===== src/rtl/oam_scanner.sv =====
// oam_scanner: walks the 40-entry sprite attribute table during the OAM-scan
// mode and pushes up to 10 sprites that intersect the current line to the
// sprite fetcher.
//
// Each sprite takes two dot-rate cycles:
//   - In phase 0 its Y byte address is presented.
//   - In phase 1 the Y byte arrives on oam_rdata and is compared against the
//     current line.
//
// Ports:
//   clk, reset           clock, asynchronous active-high reset
//   slow_clk_en          dot-rate enable; all state advances only when high
//   mode, ly, sp_8x16    PPU mode, current line, sprite height select
//   oam_scan_addr        OAM byte address (Y byte of the current sprite)
//   oam_rdata            OAM read data, one enabled cycle after its address
//   oam_scan_active      scanner owns the OAM port
//   oam_scan_sp_num      OAM index of the last selected sprite
//   oam_scan_fine_y      row within the last selected sprite
//   line_sp_list_write   one-enabled-cycle push strobe to the sprite fetcher
//
// Optional feature (macro OAM_SCAN_STATUS_EN) adds two outputs:
//   scan_count           number of sprites selected in the current scan
//   scan_overflow        a sprite intersected the line after 10 were taken
module oam_scanner (
  input  logic       clk,
  input  logic       reset,
  input  logic       slow_clk_en,
  input  logic [1:0] mode,
  input  logic [7:0] ly,
  input  logic       sp_8x16,
  output logic [7:0] oam_scan_addr,
  input  logic [7:0] oam_rdata,
  output logic       oam_scan_active,
  output logic [5:0] oam_scan_sp_num,
  output logic [3:0] oam_scan_fine_y,
  output logic       line_sp_list_write
`ifdef OAM_SCAN_STATUS_EN
  ,
  output logic [3:0] scan_count,
  output logic       scan_overflow
`endif
);

  localparam logic [1:0] MODE_OAM    = 2'd2;
  localparam logic [5:0] LAST_SPRITE = 6'd39;
  localparam logic [3:0] MAX_FOUND   = 4'd10;

  typedef enum logic [1:0] {IDLE, SCAN, DONE} state_t;

  state_t     state, state_nxt;
  logic [5:0] sp_idx;
  logic       phase;
  logic [3:0] found;
  logic [1:0] prev_mode;
  // Cleared by reset and set once a non-OAM mode is seen, so that a reset
  // released in the middle of mode 2 waits for the next genuine mode-2 entry.
  logic       mode_armed;

  logic       start;
  logic       eval;
  logic [7:0] diff;
  logic       in_range;
  logic       hit;
`ifdef OAM_SCAN_STATUS_EN
  logic       over;
`endif

  // Line offset of the current line relative to the sprite top. The OAM Y
  // value is biased by 16, and the subtraction wraps modulo 256.
  function automatic logic [7:0] row_offset(input logic [7:0] line,
                                            input logic [7:0] y);
    return line + 8'd16 - y;
  endfunction

  function automatic logic row_in_sprite(input logic [7:0] offs,
                                         input logic       tall);
    return tall ? (offs < 8'd16) : (offs < 8'd8);
  endfunction

  always_ff @(posedge clk or posedge reset) begin
    if (reset) begin
      state <= IDLE;
    end else if (slow_clk_en) begin
      state <= state_nxt;
    end
  end

  always_comb begin
    state_nxt = state;
    start     = 1'b0;
    eval      = 1'b0;
    case (state)
      IDLE: begin
        if (mode == MODE_OAM && prev_mode != MODE_OAM && mode_armed) begin
          state_nxt = SCAN;
          start     = 1'b1;
        end
      end
      SCAN: begin
        // The final evaluation (sprite 39) completes even if the mode has
        // already moved on, so the last sprite is never lost at the boundary.
        if (phase && sp_idx == LAST_SPRITE) begin
          state_nxt = DONE;
          eval      = 1'b1;
        end else if (mode != MODE_OAM) begin
          state_nxt = IDLE;
        end else begin
          eval = phase;
        end
      end
      DONE: begin
        if (mode != MODE_OAM) begin
          state_nxt = IDLE;
        end
      end
      default: state_nxt = IDLE;
    endcase
  end

  assign diff     = row_offset(ly, oam_rdata);
  assign in_range = row_in_sprite(diff, sp_8x16);
  assign hit      = eval && in_range && (found < MAX_FOUND);
`ifdef OAM_SCAN_STATUS_EN
  assign over     = eval && in_range && (found == MAX_FOUND);
`endif

  assign oam_scan_active = (state == SCAN);
  assign oam_scan_addr   = (state == SCAN) ? {sp_idx, 2'b00} : 8'h00;

  always_ff @(posedge clk or posedge reset) begin
    if (reset) begin
      sp_idx             <= 6'd0;
      phase              <= 1'b0;
      found              <= 4'd0;
      prev_mode          <= 2'd0;
      mode_armed         <= 1'b0;
      line_sp_list_write <= 1'b0;
      oam_scan_sp_num    <= 6'd0;
      oam_scan_fine_y    <= 4'd0;
    end else if (slow_clk_en) begin
      prev_mode          <= mode;
      line_sp_list_write <= hit;
      if (mode != MODE_OAM) begin
        mode_armed <= 1'b1;
      end
      if (start) begin
        sp_idx <= 6'd0;
        phase  <= 1'b0;
        found  <= 4'd0;
      end else if (state == SCAN) begin
        phase <= ~phase;
        if (phase && sp_idx != LAST_SPRITE) begin
          sp_idx <= sp_idx + 6'd1;
        end
      end
      if (hit) begin
        oam_scan_sp_num <= sp_idx;
        oam_scan_fine_y <= diff[3:0];
        found           <= found + 4'd1;
      end
    end
  end

`ifdef OAM_SCAN_STATUS_EN
  assign scan_count = found;

  always_ff @(posedge clk or posedge reset) begin
    if (reset) begin
      scan_overflow <= 1'b0;
    end else if (slow_clk_en) begin
      if (start) begin
        scan_overflow <= 1'b0;
      end else if (over) begin
        scan_overflow <= 1'b1;
      end
    end
  end
`endif

endmodule


===== config.mk =====
export PLATFORM = sky130hd
export DESIGN_NAME = oam_scanner
export DESIGN_NICKNAME = d
export VERILOG_FILES = /design/src/rtl/oam_scanner.sv
export SDC_FILE = /design/constraint.sdc
export NUM_CORES = 1
export LEC_CHECK = 0
export BUFFER_PORTS_ARGS = -buffer_cell sky130_fd_sc_hd__buf_2
export CORE_MARGIN = 8
export CORE_UTILIZATION = 50
export CTS_BUF_LIST = sky130_fd_sc_hd__clkbuf_8
export DETAILED_ROUTE_END_ITERATION = 10
export PLACE_DENSITY = 0.72
export SETUP_SLACK_MARGIN = 0.1
export SYNTH_ARGS = -nofsm -noshare
export SYNTH_HDL_FRONTEND = slang
export SYNTH_SLANG_ARGS = --single-unit

===== constraint.sdc =====
create_clock -name clk -period 7 [get_ports clk]
set_input_delay 1.4 -clock clk [delete_from_list [all_inputs] [get_ports clk]]
set_output_delay 1.4 -clock clk [all_outputs]
set_load 0.1 [all_outputs]

==> results of run 1 <==
[state kept, by name (all words and copies together), names as in the netlist]
| signal | cells |
|---|---|
| line_sp_list_write | 1 |
| state | 2 |
| sp_idx | 6 |
| phase | 1 |
| oam_scan_fine_y | 4 |
| prev_mode | 2 |
| oam_scan_sp_num | 6 |
| mode_armed | 1 |
| found | 4 |
[path summary, 6_finish.rpt]
check	from	to	slack (ns)
setup / recovery	ly[1]	oam_scan_sp_num[3]	3.02
hold / removal	mode_armed	mode_armed	0.47
setup reg to reg	sp_idx[0]	oam_scan_sp_num[3]	4.17
hold reg to reg	mode_armed	mode_armed	0.47
max in group asynchronous	reset	oam_scan_sp_num[2]	5.06
min in group asynchronous	reset	sp_idx[0]	1.35
[area by class of cell]
type                    count  area (sq um)  share of cell area
multi-input cells         116           951               0.477
flip-flops and latches     27           676               0.339
repair buffers             39           195              0.0979
inverters                  18          67.6              0.0339
well taps                  46          57.6              0.0289
clock buffers               3          41.3              0.0207
clock inverters             1          5.00             0.00251
[synth_stat cells]
cell       number  area (sq um)
nor2b_1         5          31.3
a21o_1          3          22.5
inv_1          18          67.6
fa_1            1          20.0
ha_1           15           188
a2111oi_4       1          27.5
and3_1          1          6.26
and4b_1         1          10.0
xor2_1          6          52.6
dfrtp_1        27           676
mux2_4          4          60.1
or4_4           1          11.3
a21oi_1         2          10.0
nor4bb_1        1          10.0
and2_1          7          43.8
o21ai_0         8          40.0
buf_4           2          15.0
o21bai_1        1          7.51
o221ai_1        2          17.5
and3_4          1          11.3
mux2_2          3          33.8
a2111oi_0       1          8.76
buf_6           1          11.3
mux2i_1         3          30.0
mux2_1          4          45.0
or3b_2          1          8.76
o2111a_1        2          22.5
a311o_1         1          10.0
a311oi_1        1          8.76
a22oi_1         1          7.51
nand2_1        12          45.0
a21boi_0        2          15.0
a32o_1          1          10.0
nand4_1         2          12.5
nand3_2         1          10.0
o31ai_1         1          7.51
nor2_1          7          26.3
nand2b_1        3          18.8
conb_1          1          3.75
nor3b_1         1          7.51
xnor2_1         2          17.5
a31o_1          1          8.76
nand3_1         4          20.0
clkbuf_1        4          15.0
[stage by stage]
| stage | util | total power [mW] | instance area (sq um) |
|---|---|---|---|
| finish | 0.597 | 0.362 | 1990 |
| global route | 0.597 | 0.384 | 1990 |
| CTS | 0.597 | 0.365 | 1990 |
| detailed placement | 0.583 | 0.280 | 1950 |
| global placement | 0.583 | 0.276 | 1950 |
| floorplan | - | 0.257 | 1740 |
[metal layers]
| metal | track usage | up-vias | routed length, um | part of all wire |
|---|---|---|---|---|
| met5 | 0 | - | 0 | 0 |
| li1 | - | 652 | - | - |
| met3 | 0.0200 | 2 | 146 | 0.043 |
| met1 | 0.155 | 623 | 1540 | 0.45 |
| met4 | 0.0543 | 0 | 25 | 0.0073 |
| met2 | 0.227 | 24 | 1720 | 0.50 |
[cells by family (layout without fill, tap and decap cells)]
family | after synthesis | after routing
AO/OA/AOI/OAI | 28 | 28
multiplexers | 14 | 14
buffers and inverters | 25 | 61
XOR/XNOR | 8 | 8
other | 1 | 2
flip-flops | 27 | 27
adder cells (fa/ha/maj) | 16 | 16
AND/OR/NAND/NOR | 48 | 48
[power by group through the flow]
stage	clock network [mW]	registers, mW	logic (mW)
2_1_floorplan	0	0.182	0.0759
3_3_place_gp	0	0.179	0.0969
3_5_place_dp	0	0.180	0.0993
4_1_cts	0.0880	0.177	0.100
5_1_grt	0.0949	0.179	0.110
6_report	0.0860	0.177	0.0990
==> impl_metrics.tcl, run 1 <==
set metrics [dict create \
    layout_commonest_cell "buf_2" \
    io_pins 42 \
    path_depth 9 \
    synth-xor-area-share 0.0405 \
    first_pass_iters 4 \
    p_sw_frac 0.331 \
    synth_fa_ha_area_frac 0.120 \
    syn_area_sq_um 1730 \
    setup_slack_ns 3.02 \
    clock_sinks 27 \
    coreArea_sq_um 3340 \
    synth_compound_area_frac 0.129 \
    p_comb_frac 0.273 \
    worstPathArrival_ns 4.13 \
    synth-seq-cells 27 \
    drive_gt1_frac 0.270 \
    cts_max_path_buffers 2 \
    antenna_found_initial 0 \
    crit_path_top_delay_cell "mux2_1" \
    drv_slew 0 \
    irDropWorstVdd_mv 0.167 \
    rsz0062_at_grt "false" \
    worst_slew_pin_slew_ns 0.955 \
    cts_tree "built" \
    clock_skew_ns 0.00456 \
    placed_cells 246 \
    cp_num_buf_inv 1 \
    synth-seq-area-share 0.390 \
    grt_max_degree 28 \
    vias_per_cell 5.20 \
    whs_ns 0.467 \
    diodes 0 \
    route.vias.total 1301 \
    drc 0 \
    gp_congestion 0.864 \
    cts_resized 0 \
    wl_per_cell_um 13.7 \
    p_leak_nw 1.10 \
    fin_nets 243 \
    die_y_um 74.9 \
    power_density_nw_per_um2 182 \
    port_buffers 39 \
    grt_usage 0.131 \
    fillers 305 \
    maxCapViolCount 0 \
    p_int_mw 0.242 \
    synthMuxAreaShare 0.0975 \
    hpwlAfterDp_mm 2.76 \
    outcome "completed" \
    cp-start-kind "input pin" \
    grt_pass1_wl_mm 5.87 \
    power_frac_clock 0.237 \
    grt_pass1_vias 1371 \
    cts_root_buf "clkbuf_8" \
    clk_latency_ns 0.27 \
    instances_no_fill 250 \
    die_w_um 74.9 \
    synth_top_family_by_area "simple AND/OR/NAND/NOR gates" \
    path_max_fanout 15 \
    critical_path_class "input pin to flop" \
    ctsHoldBuffers 0 \
    fmax_mhz 251 \
    min_path_cells 1 \
    syn_avg_cell_area_sq_um 10.4 \
    crit_top_cell "ha_1" \
    switchingPower_mw 0.120 \
    drt_iter0_drc 28 \
    cts-buffers-inserted 3 \
    crit_chain "buf_2, ha_1, ha_1, fa_1, a21oi_1, o221ai_1, a2111oi_4, nand3_2, mux2_1" \
    finalSetupViolCount 0 \
    layout_common_cells "buf_2 (39), dfrtp_1 (27), inv_1 (18)" \
    dieArea_sq_um 5600 \
    crit_family "adder cells" \
    min_period_ns 3.98 \
    initial_utilization 0.519 \
    ant_nets 0 \
    period_share 0.568 \
    yosys.area_share.simple 0.158 \
    fp-row-count 21 \
    ys.warnings.count 0 \
    critPathCaptureType "flop" \
    place_worst_setup_slack_ns 2.68 \
    critPathMaxStageDelay_ns 0.45 \
    synth_cell_types 44 \
    hold_class "flop to flop" \
    postCtsSetupBuffers 0 \
    overflow 0 \
    clk_pin_slew_ns 0.09 \
    r2r_cells 6 \
    worst_ep_required_time_ns 7.16 \
    area_delta_synth_final_pct 15.1 \
    power_frac_seq 0.489 \
    setup-tns-final_ns 0 \
    cts_max_level 1 \
    syn_inst 167 \
    routed_wl_mm 3.44 \
    hold_violations 0 \
    relSlewSlack 0.347 \
]
Power figures use the tool's default switching activity.
==> run 2, diff against run 1 <==
ABC_AREA = 1   (was default)
PLACE_DENSITY = 0.74   (was 0.72)
clock period = 3.48 ns   (was 7 ns; I/O delays follow)
==> run 2 against run 1 <==
Compared with the run above:
- non-clock buffer count did not move
- die area rose by 7.8%
- combinational power rose to 8.8 times the previous value
- register-to-register slack got worse by 2.7 ns
- via count rose by 25%
- setup slack got worse by 2.3 ns
==> impl_metrics.tcl, run 2 <==
set metrics [dict create \
    clk_latency_ns 0.27 \
    met1_usage 0.161 \
    maxCapViolCount 0 \
    worst_slew_pin_slew_ns 0.993 \
    diodes 0 \
    yosys.area_share.simple 0.305 \
    synthMuxAreaShare 0.00526 \
    die_w_um 77.7 \
    top_regs "oam_scan_sp_num: 6 flops, sp_idx: 6 flops" \
    grt_pass1_vias 1567 \
    critPathCaptureType "flop" \
    wl_per_cell_um 11.3 \
    instances_no_fill 332 \
    crit_family "simple AND/OR/NAND/NOR gates" \
    relSlewSlack 0.337 \
    critPathMaxStageDelay_ns 0.40 \
    synth_cell_types 31 \
    placed_cells 328 \
    setup-tns-final_ns 0 \
    outcome "completed" \
    whs_ns 0.483 \
    synth.largest_area_cell "dfrtp_1" \
    cts_root_buf "clkbuf_8" \
    routed_wl_mm 3.75 \
    die_y_um 77.7 \
    synth_top_area_frac 0.355 \
    worstHoldEndpoint "mode_armed" \
    drt_iter0_drc 55 \
    period_share 0.785 \
    syn_area_sq_um 1900 \
    area_delta_synth_final_pct 13.6 \
    grt_pass1_wl_mm 6.62 \
    gp_congestion 0.842 \
    synth-seq-area-share 0.355 \
    met3_usage 0.0449 \
    p_leak_nw 1.25 \
    clk_pin_slew_ns 0.10 \
    antenna_found_initial 0 \
    cp_num_buf_inv 2 \
    first_pass_iters 4 \
    min_period_ns 2.73 \
    clock_skew_ns 0.00902 \
    irDropWorstVdd_mv 0.365 \
    synth-seq-cells 27 \
    min_path_cells 1 \
    clock_sinks 27 \
    use_met2 0.210 \
    drc 0 \
    layout_common_cells "nand2_1 (52), inv_1 (44), buf_2 (39)" \
    syn_inst 245 \
    ctsHoldBuffers 0 \
    worst_ep_required_time_ns 3.64 \
    cts_tree "built" \
    fp-row-count 22 \
    port_buffers 39 \
    grt_usage 0.129 \
    dieArea_sq_um 6040 \
    busiest_layer "met2" \
    hpwlAfterDp_mm 3.08 \
    initial_utilization 0.520 \
    synth_top_family_by_area "simple AND/OR/NAND/NOR gates" \
    cts_max_level 1 \
    rsz0062_at_grt "false" \
    critical_path_class "input pin to flop" \
    synth-xor-area-share 0.0138 \
    synth_ff_type "dfrtp_1" \
    fin_nets 323 \
    crit_chain "buf_2, ha_1, ha_1, fa_1, inv_1, nand2_1, nand2_2, nor2_1, nor2_2, nand2_2, nor2_4, nand4_4, nand2_1, o21ai_2" \
    cts-buffers-inserted 3 \
    synthArstFlopShare 1.00 \
    postCtsSetupBuffers 0 \
    drv_slew 0 \
    ys.warnings.count 0 \
    finalSetupViolCount 0 \
    synth_enable_flop_cells 0 \
    fmax_mhz 366 \
    synthTopCellsByCount "nand2_1 (52), inv_1 (44), dfrtp_1 (27), nand3_1 (19), nor2_1 (18)" \
    ys_top_cells_by_area "dfrtp_1 (35%), nand2_1 (10%), ha_1 (9.9%), inv_1 (8.7%), nand3_1 (5.0%)" \
    cts_resized 0 \
    r2r-end "oam_scan_sp_num[3]" \
    syn_avg_cell_area_sq_um 7.77 \
    reg2reg_slack_ns 1.52 \
    synth_most_common_cell "nand2_1" \
    grt_max_degree 28 \
    rr_startpoint "sp_idx[0]" \
    io_pins 42 \
    ant_nets 0 \
    hold_class "flop to flop" \
    worstPathArrival_ns 2.90 \
    coreArea_sq_um 3660 \
    path_max_fanout 25 \
    synth_fa_ha_area_frac 0.109 \
    hold_violations 0 \
    holdCritStartpoint "mode_armed" \
    vias_per_cell 4.89 \
    crit_path_top_delay_cell "fa_1" \
    r2r_cells 10 \
    power_density_nw_per_um2 689 \
    synth_compound_area_frac 0.0926 \
    layout_commonest_cell "nand2_1" \
    power.total_mw 1.49 \
    cts_max_path_buffers 2 \
    drive_gt1_frac 0.261 \
    cp-start-kind "input pin" \
    route.vias.total 1623 \
    overflow 0 \
]
run 2: final cells by class:
class	count	area (sq um)
fillers	357	1500
multi-input cells	168	1010
flip-flops and latches	27	676
repair buffers	39	195
inverters	46	175
well taps	48	60.1
clock buffers	3	41.3
clock inverters	1	7.51
run 2: how the worst max path moves through the flow:
| stage | start | to | cells past startpoint | slack (ns) |
|---|---|---|---|---|
| after floorplan | oam_rdata[1] | oam_scan_fine_y[0] | 15 | 0.87 |
| after global placement | ly[1] | oam_scan_sp_num[4] | 14 | 0.50 |
| after detailed placement | ly[1] | oam_scan_sp_num[3] | 14 | 0.44 |
| after CTS | ly[1] | oam_scan_sp_num[3] | 14 | 0.73 |
| after global routing | ly[1] | oam_scan_fine_y[3] | 14 | 0.56 |
| final | ly[1] | oam_scan_sp_num[3] | 14 | 0.75 |
run 2: per-stage QoR:
step / setup slack, ns / cell area (sq um) / utilization
2_1_floorplan: 0.874 / 1910 / -
3_3_place_gp: 0.499 / 2110 / 0.578
3_5_place_dp: 0.435 / 2110 / 0.578
4_1_cts: 0.732 / 2160 / 0.591
5_1_grt: 0.563 / 2160 / 0.591
6_report: 0.748 / 2160 / 0.591
run 2: cell families (layout without fill, tap and decap cells):
family	after synthesis	count (layout)
simple gates	119	119
buf+inv	51	89
compound gates	27	27
flops	27	27
fa+ha+maj	16	16
xor+xnor	3	3
other cells	1	2
mux	1	1
run 2: power by group:
part | internal [mW] | total [mW] | leakage (nW) | switching (mW)
sequential | 0.381 | 0.437 | 0.353 | 0.0553
combinational | 0.176 | 0.874 | 0.877 | 0.699
clock | 0.0812 | 0.180 | 0.0217 | 0.0983
run 2: routing by layer:
layer | wire (um) | part of all wire | up-vias
li1 | - | - | 852
met1 | 1760 | 0.47 | 732
met2 | 1710 | 0.46 | 35
met3 | 256 | 0.068 | 4
met4 | 25 | 0.0067 | 0
met5 | 0 | 0 | -
